File: config.mk
export PLATFORM = sky130hd
export DESIGN_NAME = rom_cache_segment
export DESIGN_NICKNAME = d
export VERILOG_FILES = /design/src/rtl/rom_cache_segment.sv
export SDC_FILE = /design/constraint.sdc
export NUM_CORES = 1
export LEC_CHECK = 0
export ABC_CLOCK_PERIOD_IN_PS = 3900
export BUFFER_PORTS_ARGS = -buffer_cell sky130_fd_sc_hd__buf_2
export CAP_MARGIN = 5
export CORE_MARGIN = 2
export CORE_UTILIZATION = 30
export CTS_CLUSTER_DIAMETER = 100
export DETAILED_ROUTE_END_ITERATION = 8
export PLACE_DENSITY_LB_ADDON = 0.2
export SLEW_MARGIN = 20
export SYNTH_ARGS = -nofsm -noshare
export SYNTH_HDL_FRONTEND = slang
export SYNTH_SLANG_ARGS = --single-unit
File: constraint.sdc
create_clock -name clk -period 3.9 [get_ports clk]
set_input_delay 0 -clock clk [delete_from_list [all_inputs] [get_ports clk]]
set_output_delay 0 -clock clk [all_outputs]
set_load 0.02 [all_outputs]
File: src/rtl/rom_cache_segment.sv
// Per-ROM front end: direct-mapped cache of 32-bit SDRAM words in front of rom_controller.
// Hits answer combinationally; each miss issues one req/ack/valid read to fill its line.
module rom_cache_segment #(
  parameter int          ROM_ADDR_WIDTH   = 18,
  parameter int          ROM_DATA_WIDTH   = 16,
  parameter logic [23:0] ROM_OFFSET       = 24'h000000,
  parameter int          CACHE_LINES_LOG2 = 4
) (
  input  logic                      clk,
  input  logic                      reset_n,
  input  logic                      flush,
  input  logic                      cs,
  input  logic                      oe,
  input  logic [ROM_ADDR_WIDTH-1:0] rom_addr,
  output logic [ROM_DATA_WIDTH-1:0] rom_data,
  output logic [22:0]               ctrl_addr,
  output logic                      ctrl_req,
  input  logic                      ctrl_ack,
  input  logic                      ctrl_valid,
  input  logic [31:0]               ctrl_data,
  output logic                      ctrl_hit
);

  localparam int LANES     = 32 / ROM_DATA_WIDTH;
  localparam int LANE_BITS = $clog2(LANES);
  localparam int LB        = (LANE_BITS > 0) ? LANE_BITS : 1;
  localparam int WORD_W    = ROM_ADDR_WIDTH - LANE_BITS;
  localparam int TAG_W     = WORD_W - CACHE_LINES_LOG2;
  localparam int LINES     = 1 << CACHE_LINES_LOG2;

  localparam logic [1:0] S_IDLE = 2'd0;
  localparam logic [1:0] S_REQ  = 2'd1;
  localparam logic [1:0] S_WAIT = 2'd2;

  logic [WORD_W-1:0]           w_word;
  logic [LB-1:0]               w_lane;
  logic [CACHE_LINES_LOG2-1:0] w_index;
  logic [TAG_W-1:0]            w_tag;
  logic [CACHE_LINES_LOG2-1:0] w_fill_index;
  logic [TAG_W-1:0]            w_fill_tag;
  logic                        w_fill;

  logic [1:0]        r_state;
  logic              r_req;
  logic              r_discard;
  logic [WORD_W-1:0] r_word;
  logic [LB-1:0]     r_lane;
  logic [LINES-1:0]  r_valid;
  logic [TAG_W-1:0]  r_tag  [LINES];
  logic [31:0]       r_data [LINES];

  // Full 32-bit client width has a single lane, so there are no lane bits to slice.
  generate
    if (LANE_BITS > 0) begin : g_lanes
      assign w_lane = rom_addr[LANE_BITS-1:0];
    end else begin : g_single_lane
      assign w_lane = '0;
    end
  endgenerate

  assign w_word       = rom_addr[ROM_ADDR_WIDTH-1:LANE_BITS];
  assign w_index      = w_word[CACHE_LINES_LOG2-1:0];
  assign w_tag        = w_word[WORD_W-1:CACHE_LINES_LOG2];
  assign w_fill_index = r_word[CACHE_LINES_LOG2-1:0];
  assign w_fill_tag   = r_word[WORD_W-1:CACHE_LINES_LOG2];

  function automatic logic [ROM_DATA_WIDTH-1:0] f_lane(input logic [31:0] w, input logic [LB-1:0] l);
    logic [31:0] s;
    s = w >> (ROM_DATA_WIDTH * int'(l));
    return s[ROM_DATA_WIDTH-1:0];
  endfunction

  // A fill landing together with flush, or after a flush during the miss, is dropped.
  assign w_fill    = (r_state == S_WAIT) & ctrl_valid & ~r_discard & ~flush;
  assign ctrl_hit  = cs & oe & r_valid[w_index] & (r_tag[w_index] == w_tag) & ~flush;
  assign ctrl_req  = r_req;
  assign ctrl_addr = {1'b0, ROM_OFFSET[23:2]} + 23'(r_word);
  assign rom_data  = ((r_state == S_WAIT) && ctrl_valid) ? f_lane(ctrl_data, r_lane)
                                                         : f_lane(r_data[w_index], w_lane);

  always_ff @(posedge clk) begin
    if (w_fill) begin
      r_tag[w_fill_index]  <= w_fill_tag;
      r_data[w_fill_index] <= ctrl_data;
    end
  end

  always_ff @(posedge clk or negedge reset_n) begin
    if (!reset_n) begin
      r_state   <= S_IDLE;
      r_req     <= 1'b0;
      r_discard <= 1'b0;
      r_word    <= '0;
      r_lane    <= '0;
      r_valid   <= '0;
    end else begin
      if (flush) begin
        r_valid <= '0;
      end else if (w_fill) begin
        r_valid[w_fill_index] <= 1'b1;
      end

      case (r_state)
        S_IDLE: begin
          r_discard <= 1'b0;
          if (cs && oe && !ctrl_hit && !flush) begin
            r_word  <= w_word;
            r_lane  <= w_lane;
            r_req   <= 1'b1;
            r_state <= S_REQ;
          end
        end
        // The request is never withdrawn once raised; the controller must see it through.
        S_REQ: begin
          if (flush) r_discard <= 1'b1;
          if (ctrl_ack) begin
            r_req   <= 1'b0;
            r_state <= S_WAIT;
          end
        end
        S_WAIT: begin
          if (flush) r_discard <= 1'b1;
          if (ctrl_valid) begin
            r_discard <= 1'b0;
            r_state   <= S_IDLE;
          end
        end
        default: begin
          r_req   <= 1'b0;
          r_state <= S_IDLE;
        end
      endcase
    end
  end

endmodule
==> results by group <==
Run status
  – Status: completed

GRT
  – Largest net degree at the start of global routing: 56
  – GRT Resource Usage Total: 0.158
  – GRT met3 Usage: 0.0229
  – Met2 layer usage reported by global route: 0.259
  – Met1 Use GR: 0.222
  – Initial antenna violation count: 0
  – First-pass GRT wire length: 115,000 um
  – Overflow after GRT: 0
  – Vias in the first global route: 15,413
  – Gr busiest metal: met2

Synth
  – Register bit total from synthesis: 758
  – Post-Synth Adder-Cell Area: 0.00209
  – Seq/Total Area, Yosys: 0.753
  – Yosys warns: 0
  – Synth Area in Simple Gates: 0.0222
  – Syn Area/Cell: 21.7 um2
  – Post-Synth XOR/XNOR Area: 0.00380
  – Mux share of post-synthesis cell area: 0.180
  – Synth async-reset ratio: 0.0501
  – Most used DFF post-synth: edfxtp_1
  – Synth Area in Compound Gates: 0.0216
  – Syn Inst Count: 1,382
  – Main combinational cell family by area after synthesis: multiplexers
  – Synth Cell Area: 30,000 um2
  – Number of flops mapped to enable cells by yosys: 720
  – Yosys cell types: 59

Cells and area
  – Most common cell after layout, fill and taps aside: edfxtp_1
  – Fill cell count: 9,178
  – Fin area: 35,500 um2
  – Most frequent cells in the layout: edfxtp_1 (720), mux4_2 (199), buf_2 (86), clkbuf_16 (80), mux2i_1 (64)
  – Area Growth Syn to Fin: 18.3%
  – Share of post-route cells with drive strength above 1: 0.297
  – Multi-input logic area: 7030 um2
  – Storage element area: 22,600 um2
  – Net count of the finished layout: 1,641

Clock network
  – Worst skew pair latency: 0.63 ns
  – CTS root buf: clkbuf_16
  – Clock buffer depth: 3
  – Reg clk slew, reported paths: 0.06 ns
  – CTS tree: done
  – Clk sink count: 758
  – H-tree depth: 3
  – Number of buffers created by CTS: 78

Place
  – DP HPWL: 43,200 um
  – Final Wtd Congestion: 0.753
  – Port Buf Inserts: 91
  – Area after DPL: 32,400 um2

Critical path
  – CP Class: in2out
  – Max FO, Critical Path: 47
  – Setup slack, reg-to-reg: 0.67 ns
  – Crit path required time: 3.90 ns
  – Crit end category: output port
  – Crit start category: input port
  – Worst path cell trace: dlygate4sd3_1 > buf_8 > buf_6 > mux4_2 > mux4_2 > mux2i_1 > a21oi_1 > buf_2
  – CP max-delay cell: buf_6
  – Crit path largest cell delay: 0.60 ns
  – Most used cell, CP: mux4_2
  – CP arrival: 3.47 ns

Drt
  – Vias per inst: 5.03
  – Vias: 14,723
  – Remaining DRCs: 0
  – Total wire length: 81,100 um
  – DR pass1 iterations: 5
  – WL/cell: 27.7 um
  – Post-route ant nets: 0
  – Starting DRT DRC Count: 1,228

Timing
  – Final Hold Fails: 0
  – Final setup violation count: 0
  – F_max: 289 MHz
  – Max Clock Skew: 0.0244 ns
  – Worst slew margin: 0.407
  – Slew Limit Fails: 0
  – Tmin final: 3.47 ns
  – Slew @ Worst Pin: 0.890 ns
  – Unrepaired setup endpoints after global routing: no
  – Setup TNS: 0 ns
  – Crit share post-route: 0.889

Pwr
  – Pint: 14,400 uW
  – Logic pwr share: 0.095
  – Power Dens Cells: 537 nW/um2
  – Power share of the sequential group: 0.519
  – VDD IR max: 321 uV
  – Psw: 4690 uW
  – Power share of the clock group: 0.386
  – Leakage: 0.0114 uW
  – Net Sw Frac: 0.246

Floorplan
  – Die extent in y: 320 um
  – Core area: 98,700 um2
  – DIE WIDTH: 320 um
  – Starting Density: 0.304
  – # IOs: 98
  – Die footprint: 103,000 um2
  – FP Rows: 115

Min path
  – Hold Crit Class: in2reg

Job
  – Max Cap Violations: 0
==> cell type report <==
cell class | count | share of cell area
tap | 1287 | 0.0454
sequential | 758 | 0.636
antenna | 1 | 0.0000705
clock buffer | 96 | 0.0584
inverter | 23 | 0.00243
clock inverter | 43 | 0.0115
multi-input combinational | 524 | 0.198
timing repair buffer | 194 | 0.0479
==> worst paths after layout <==
kind	cells after the start	from	to
worst max-delay path	8	rom_addr[1]	rom_data[13]
worst min-delay path	5	cs	ctrl_req
worst max register to register	9	r_tag[14][4]	r_word[2]
worst min register to register	2	r_valid[2]	r_valid[2]
max in group asynchronous	3	reset_n	r_valid[0]
min in group asynchronous	3	reset_n	r_word[10]
==> metal layers <==
metal | routed length (um) | part of all wire | vias up
met5 | 0 | 0 | -
met4 | 1610 | 0.020 | 0
met3 | 2910 | 0.036 | 104
met2 | 39300 | 0.49 | 362
met1 | 37300 | 0.46 | 8080
li1 | - | - | 6177
==> power by group through the flow <==
stage | clock network [uW] | logic (uW) | registers, uW
after floorplan | 0 | 943 | 9980
after detailed placement | 0 | 1800 | 10100
after global placement | 0 | 1780 | 10000
after CTS | 7520 | 1860 | 9900
final | 7350 | 1810 | 9890
after global routing | 7850 | 1940 | 9950
==> flip-flops by register name (all words and copies together), names as in the netlist <==
name,flops
r_state,2
r_lane,1
r_data,512
r_discard,1
r_tag,208
r_valid,16
ctrl_req,1
r_word,17
==> synthesized netlist by cell type (2+ instances only) <==
library cell | count | area share
a211oi_1 | 17 | 0.0043
a21oi_1 | 25 | 0.0042
a22o_1 | 2 | 0.00058
a22oi_1 | 17 | 0.0043
and3_1 | 4 | 0.00083
and4_1 | 2 | 0.00058
buf_1 | 14 | 0.0018
buf_2 | 19 | 0.0032
buf_4 | 12 | 0.0030
buf_6 | 9 | 0.0034
clkbuf_1 | 28 | 0.0035
dfrtp_1 | 38 | 0.032
edfxtp_1 | 720 | 0.72
ha_1 | 5 | 0.0021
inv_1 | 22 | 0.0028
mux2_2 | 11 | 0.0041
mux2_4 | 10 | 0.0050
mux2i_1 | 64 | 0.021
mux4_2 | 199 | 0.15
nand2_1 | 19 | 0.0024
nand2b_1 | 5 | 0.0010
nand3_1 | 10 | 0.0017
nand3b_1 | 5 | 0.0013
nor2_1 | 28 | 0.0035
nor2b_1 | 23 | 0.0048
nor3_1 | 4 | 0.00067
nor3b_1 | 2 | 0.00050
nor4_1 | 4 | 0.00083
o2111ai_1 | 2 | 0.00058
o21ai_0 | 4 | 0.00067
o22ai_1 | 16 | 0.0033
or2_2 | 2 | 0.00042
or3_1 | 3 | 0.00063
xnor2_1 | 5 | 0.0015
xor2_1 | 8 | 0.0023
==> timing repair <==
action	4_1_cts	5_1_grt
gates resized for setup	0	1
setup endpoints to repair	0	3
setup buffers	0	0
hold buffers	55	1
hold endpoints to repair	586	38
==> per-stage QoR <==
step | std cells | hold WS (ns) | util | total power (uW) | worst slack (ns)
2_1_floorplan | 1387 | -0.296 | - | 10900 | -0.0953
3_3_place_gp | 2730 | 0.211 | 0.329 | 11800 | 0.548
3_5_place_dp | 2730 | 0.237 | 0.329 | 11900 | 0.492
4_1_cts | 2924 | 0.106 | 0.359 | 19300 | 0.0924
5_1_grt | 2925 | 0.127 | 0.359 | 19700 | 0.234
6_report | 2926 | 0.131 | 0.359 | 19000 | 0.435
==> worst max-delay path, delay by kind of cell <==
kind | cells | cell delay, ns
buf+inv | 4 | 1.80
mux | 3 | 1.42
compound gates | 1 | 0.15
==> kinds of logic (layout without fill, tap and decap cells) <==
logic type,after synthesis,count (layout)
AOI/OAI and AO/OA,96,96
xor gates and xnor gates,13,13
adders and majority gates,5,5
buffers and inverters,105,356
DFF,758,758
muxes,284,284
other,1,7
and+or+nand+nor,120,120
Note: power is estimated with default switching activity, not from simulation.
